--- config.mk ---
export PLATFORM = sky130hd
export DESIGN_NAME = serial_subtractor_flat
export DESIGN_NICKNAME = d
export VERILOG_FILES = /design/src/rtl/serial_subtractor_if.sv /design/src/rtl/serial_subtractor.sv /design/src/flat_wrapper.sv
export SDC_FILE = /design/constraint.sdc
export NUM_CORES = 1
export LEC_CHECK = 0
export CAP_MARGIN = 20
export CORE_MARGIN = 4
export CORE_UTILIZATION = 51
export CTS_CLUSTER_DIAMETER = 80
export DETAILED_ROUTE_END_ITERATION = 8
export PLACE_DENSITY = 0.82
export RECOVER_POWER = 50
export REMOVE_ABC_BUFFERS = 1
export SYNTH_ARGS = -nofsm -noshare
export SYNTH_HDL_FRONTEND = slang
export SYNTH_SLANG_ARGS = --single-unit
--- constraint.sdc ---
create_clock -name clk -period 3.6 [get_ports clk]
set_input_delay 0.36 -clock clk [delete_from_list [all_inputs] [get_ports clk]]
set_output_delay 0.36 -clock clk [all_outputs]
set_load 0.01 [all_outputs]
--- src/rtl/serial_subtractor_if.sv ---
// Handshake and operand/result bundle for serial_subtractor.
// The ovf signal exists only when SERIAL_SUB_OVF_EN is defined.
interface serial_subtractor_if #(
  parameter int unsigned WIDTH = 8
);
  logic             start;
  logic [WIDTH-1:0] a;
  logic [WIDTH-1:0] b;
  logic             busy;
  logic             done;
  logic [WIDTH-1:0] diff;
  logic             borrow;
`ifdef SERIAL_SUB_OVF_EN
  logic             ovf;
`endif

  modport master (
    output start,
    output a,
    output b,
    input  busy,
    input  done,
    input  diff,
`ifdef SERIAL_SUB_OVF_EN
    input  ovf,
`endif
    input  borrow
  );

  modport slave (
    input  start,
    input  a,
    input  b,
    output busy,
    output done,
    output diff,
`ifdef SERIAL_SUB_OVF_EN
    output ovf,
`endif
    output borrow
  );
endinterface

--- src/rtl/serial_subtractor.sv ---
// Bit-serial a - b, LSB first, one bit per clock with a single borrow flop.
// Optional signed-overflow output enabled by defining SERIAL_SUB_OVF_EN.
module serial_subtractor #(
  parameter int unsigned WIDTH = 8
) (
  input logic               clk,
  input logic               reset,
  serial_subtractor_if.slave bus
);

  localparam int unsigned CW = (WIDTH > 1) ? $clog2(WIDTH) : 1;
  localparam logic [CW-1:0] LastCount = CW'(WIDTH - 1);

  typedef enum logic [0:0] {StIdle, StShift} state_e;

  state_e           state;
  logic [WIDTH-1:0] sa;
  logic [WIDTH-1:0] sb;
  logic [WIDTH-1:0] r;
  logic             br;
  logic [CW-1:0]    count;
  logic             busy_reg;
  logic             done_reg;
  logic [WIDTH-1:0] diff_reg;
  logic             borrow_reg;
`ifdef SERIAL_SUB_OVF_EN
  logic             a_msb;
  logic             b_msb;
  logic             ovf_reg;
`endif

  logic             d;
  logic             br_next;
  logic [WIDTH-1:0] r_next;

  always_comb begin
    d       = sa[0] ^ sb[0] ^ br;
    br_next = (~sa[0] & sb[0]) | (~(sa[0] ^ sb[0]) & br);
    r_next  = {d, r[WIDTH-1:1]};
  end

  always_ff @(posedge clk or posedge reset) begin
    if (reset) begin
      state      <= StIdle;
      sa         <= '0;
      sb         <= '0;
      r          <= '0;
      br         <= 1'b0;
      count      <= '0;
      busy_reg   <= 1'b0;
      done_reg   <= 1'b0;
      diff_reg   <= '0;
      borrow_reg <= 1'b0;
`ifdef SERIAL_SUB_OVF_EN
      a_msb      <= 1'b0;
      b_msb      <= 1'b0;
      ovf_reg    <= 1'b0;
`endif
    end else begin
      done_reg <= 1'b0;
      unique case (state)
        StIdle: begin
          if (bus.start) begin
            sa       <= bus.a;
            sb       <= bus.b;
            br       <= 1'b0;
            count    <= '0;
            busy_reg <= 1'b1;
            state    <= StShift;
`ifdef SERIAL_SUB_OVF_EN
            a_msb    <= bus.a[WIDTH-1];
            b_msb    <= bus.b[WIDTH-1];
`endif
          end
        end
        StShift: begin
          sa    <= sa >> 1;
          sb    <= sb >> 1;
          r     <= r_next;
          br    <= br_next;
          count <= count + CW'(1);
          // Last bit: publish the result including the bit computed this edge.
          if (count == LastCount) begin
            diff_reg   <= r_next;
            borrow_reg <= br_next;
            done_reg   <= 1'b1;
            busy_reg   <= 1'b0;
            state      <= StIdle;
`ifdef SERIAL_SUB_OVF_EN
            ovf_reg    <= (a_msb != b_msb) && (d != a_msb);
`endif
          end
        end
        default: state <= StIdle;
      endcase
    end
  end

  assign bus.busy   = busy_reg;
  assign bus.done   = done_reg;
  assign bus.diff   = diff_reg;
  assign bus.borrow = borrow_reg;
`ifdef SERIAL_SUB_OVF_EN
  assign bus.ovf    = ovf_reg;
`endif

endmodule
--- src/flat_wrapper.sv ---
// flat-port wrapper written by rule: the top's interface ports become plain ports
module serial_subtractor_flat 
#(
  parameter int unsigned WIDTH = 8
)
  (clk, reset, bus_start, bus_a, bus_b, bus_busy, bus_done, bus_diff, bus_borrow);
  serial_subtractor_if #(.WIDTH(WIDTH)) bus_i ();
  input logic clk;
  input logic reset;
  input wire logic [$bits(bus_i.start)-1:0] bus_start;
  input wire logic [$bits(bus_i.a)-1:0] bus_a;
  input wire logic [$bits(bus_i.b)-1:0] bus_b;
  output wire logic [$bits(bus_i.busy)-1:0] bus_busy;
  output wire logic [$bits(bus_i.done)-1:0] bus_done;
  output wire logic [$bits(bus_i.diff)-1:0] bus_diff;
  output wire logic [$bits(bus_i.borrow)-1:0] bus_borrow;
  assign bus_i.start = bus_start;
  assign bus_i.a = bus_a;
  assign bus_i.b = bus_b;
  assign bus_busy = bus_i.busy;
  assign bus_done = bus_i.done;
  assign bus_diff = bus_i.diff;
  assign bus_borrow = bus_i.borrow;
  serial_subtractor #(.WIDTH(WIDTH)) u_core (.clk(clk), .reset(reset), .bus(bus_i));
endmodule
## Word-level counts from Yosys, hierarchy flattened

Index checks and enable logic that the tools add are counted.

- Bitwise logic cells: 8
- Reduce and logical (&&, ||, !) cells: 2
- $add $sub $neg: 1
- Mux-type cells: 16
- Equality and inequality tests: 3

Operators by type and width:

| kind | number |
|---|---|
| $pmux W8 S2 | 2 |
| $mux W8 | 2 |
| $mux W1 | 7 |
| $pmux W1 S2 | 3 |
| $pmux W3 S2 | 1 |
| $ne A2 B2 Y1 const B | 2 |
| $reduce_and A2 Y1 | 2 |
| $add A3 B1 Y3 const B | 1 |
| $eq A3 B3 Y1 const B | 1 |
| $mux W3 | 1 |
| $not A1 Y1 | 3 |
| $and A1 B1 Y1 | 2 |
| $xor A1 B1 Y1 | 2 |
| $or A1 B1 Y1 | 1 |

- Logic and storage cells: 40
- Input bits: 19
- Register bits after elaboration: 40
- Output and inout port bits: 11

## Logic depth before layout (Yosys ltp)

- Depth after elaboration: 5
- Gate-level depth with buffers: 4
- Gate-level depth less buffers: 4

## Worst setup path after synthesis

Ideal clock, no wire load.

- Kind: reg2reg
- Start: register u_core.count[0]
- End: register u_core.borrow_reg, in the netlist u_core.bus.borrow
- Clock period less this slack: 1382 ps
- Setup time: 125 ps
- Cell stages (with the launch flop): 5
- Buffers on the path: 0
- Setup slack: 2218 ps
- Required time: 3475 ps
- Arrival time: 1256 ps
- Cells stage by stage: dfrtp_1 ha_1 ha_1 nand2_8 mux2_4

- Cells in the longest elaborated chain, start to end: 2

RTL lines:

| element | line | source |
|---|---|---|
| start, declared | serial_subtractor.sv:21 | `logic [CW-1:0] count;` |
| start signal, assigned | serial_subtractor.sv:81 | `count <= count + CW'(1);` |
| $eq A3 B3 Y1 | serial_subtractor.sv:83 | `if (count == LastCount) begin` |
| $reduce_and A2 Y1 (no line) | -- |  |
| end signal, assigned | serial_subtractor.sv:85 | `borrow_reg <= br_next;` |
| end, declared | serial_subtractor.sv:25 | `logic borrow_reg;` |

Every way passes these cells.
A chain may end at the register's enable or synchronous reset.

==> summary.txt <==
Run status
  – Run status: finished with violations
  – Failing checks: max-capacitance violations, max-slew violations

Global route
  – Largest net degree at the start of global routing: 40
  – Initial antenna violation count: 0
  – Total GRT Usage: between 10% and 20%
  – Grt total ovfl: 0
  – Vias in the first global route: 1123
  – Global-route wire length before repair: roughly 5.2 mm

Detailed routing
  – Drt wl/cell: 14.0 um
  – Routed wire length: 2.88 mm
  – Post-DR vias/cell: just over 5
  – Post-route DRC: 0
  – Vias: 1039
  – DRT antenna net count: 0
  – Pre-Repair DR Iteration Count: 4
  – Drt first-iter violations: 30

Synth
  – Top-area cell type share of the netlist area: 56.5%
  – Sequential area share after synthesis: 56.5%
  – Leading area contributor after synthesis: dfrtp_1
  – Synth unique cells: 20
  – Mapped cell area: 0.00173 sq mm
  – Post-Syn Instances: between 100 and 150
  – Syn avg cell area: 13.4 sq um
  – Largest cells by area after synthesis: dfrtp_1 57%, mux2_4 11%, mux2i_1 9.3%
  – Flops & latches, synth: 39
  – Synth Warn #: 0

Worst setup path
  – Worst path max stage delay: 1.43 ns
  – Arrival time worst endpoint: 2.25 ns
  – Setup crit start: reset
  – WP data required: approximately 3.7 ns
  – R2R Path Start: u_core.state
  – Setup crit start kind: input port
  – Crit-path max FO: 39
  – CP Class: input port to async pin
  – CP cell instances: clkdlybuf4s50_1 > inv_1 > clkbuf_1
  – Endpoint class of the critical path: async pin
  – Slowest-stage cell, CP: clkbuf_1

Pwr
  – Pleak: 0.997 nW
  – Overall Power: approximately 1.7 mW
  – Max VDD drop: just under 0.0004 V
  – Pwr dens: 807 mW/mm^2

Place
  – DP Area: 0.00203 sq mm
  – GP Congestion: 0.739
  – Post-DP HPWL: ~2.1 mm
  – Buffers on Ports: 29

Timing
  – Final setup viols: 0
  – TNS Setup: 0 ns
  – Slew @ Worst Pin: 2.01 ns
  – Final min period: approximately 2.2 ns
  – Period utilization: 60.7%
  – Relative slew slack: -34.2%
  – Setup skew after layout: ~0.0053 ns
  – Final hold vios: 0
  – Unrepaired setup endpoints after global routing: false
  – Final slew viol count: 40
  – Fmax: approximately 460 MHz

Worst hold path
  – Hold Path Class: flip-flop to flip-flop
  – Hold path startpoint: u_core.sb[3]

Final layout
  – Final instance area: approximately 0.0021 sq mm
  – Antenna diodes: 0
  – # nets final: 184
  – Share of cells above drive strength 1: 15.4%
  – Most common cell after layout, fill and taps aside: dfrtp_1
  – Register Area: about 980 sq um
  – Most frequent cells in the layout: 39 x dfrtp_1, 29 x clkdlybuf4s50_1, 16 x mux2i_1, 16 x nand2_1, 13 x mux2_4
  – # fillers: ~260
  – Multi-input logic area: 643 sq um
  – Area grow syn2layout: 19.1%

Job
  – Max capacitance violation total: 1

Floorplanning
  – Ports: 30
  – Core Rows: 20
  – Initial core utilization: 54.8%
  – Die ar.: 0.00438 sq mm
  – Die H: 66.2 um
  – Core Area: around 0.0032 sq mm
  – Die width: 66.2 um

Clocking
  – Sink Count: 39
  – # hold bufs at CTS: 0
  – Clk Latency, worst-skew pair: ~0.34 ns
  – Resized cells post-CTS: 0
  – Num CTS Buffers: 5
  – CTS tree: built
  – H-tree depth: 2
  – Number of buffers added for setup after CTS: 0
  – Clock Tree Root: clkbuf_4
  – Clk slew on worst S/H paths: 0.11 ns
  – Clock buffer depth: 2
==> per-layer routing <==
layer  up-vias  GRT usage (%)  wire length (um)
met3         2           6.29               164
met2        31           26.1              1470
met4         0           3.81                30
met5         -              0                 0
li1        498              -                 -
met1       508           19.3              1210
==> kinds of logic after synthesis <==
kind of cell / count (synthesis) / synth area share (%)
AO/OA/AOI/OAI: 19 / 6.01
flip-flops: 39 / 56.5
multiplexers: 33 / 23.2
AND/OR/NAND/NOR: 21 / 5.65
adder cells (fa/ha/maj): 4 / 3.33
buffers and inverters: 13 / 5.29
==> layout make-up <==
class,count,area share (%)
Multi-Input combinational cell,77,31.3
Inverter,6,1.10
Sequential cell,39,47.5
Timing Repair Buffer,32,15.0
Tap cell,44,2.68
Clock inverter,1,0.243
Clock buffer,7,2.19
==> worst max-delay path, delay by kind of cell <==
| family | cells | cell delay [ns] |
|---|---|---|
| buffers and inverters | 3 | 1.87 |
==> through the flow <==
step                      cells  worst slack, ns  util [%]  hold slack, ns
after floorplan             122             1.86         -           0.449
after global placement      198             1.84      64.2           0.462
after detailed placement    198             1.80      64.2           0.477
after CTS                   206             1.78      65.8           0.424
after global routing        206            0.950      65.2           0.524
final                       206             1.42      65.2           0.503
==> report_power, final <==
part	switching [mW]	internal [mW]	leakage, nW
clock network	0.133	0.0762	0.0293
registers	0.155	0.635	0.489
logic	0.246	0.413	0.478
total	0.534	1.12	0.997
==> Yosys cell counts <==
master / count
nand2_8: 1
buf_12: 1
nor2_1: 4
ha_1: 3
o21ai_1: 6
o22ai_1: 1
clkbuf_2: 1
nand2b_1: 1
mux2_2: 4
mux2_4: 13
a21oi_1: 1
fa_1: 1
nand2_1: 15
buf_2: 2
inv_1: 6
mux2i_1: 16
dfrtp_1: 39
a22o_1: 2
buf_6: 3
o21ai_0: 9
==> path summary, 6_finish.rpt <==
check                                      to  slack [ns]  depth (start not counted)
min in group asynchronous        u_core.sb[5]        1.03                          3
min                              u_core.sb[2]        0.50                          2
max                        u_core.bus.diff[0]        1.42                          3
min reg2reg                      u_core.sb[2]        0.50                          2
max reg2reg                u_core.bus.diff[0]        1.60                          2
max in group clk           u_core.bus.diff[0]        1.60                          2
(Power assumes the default switching activity.)
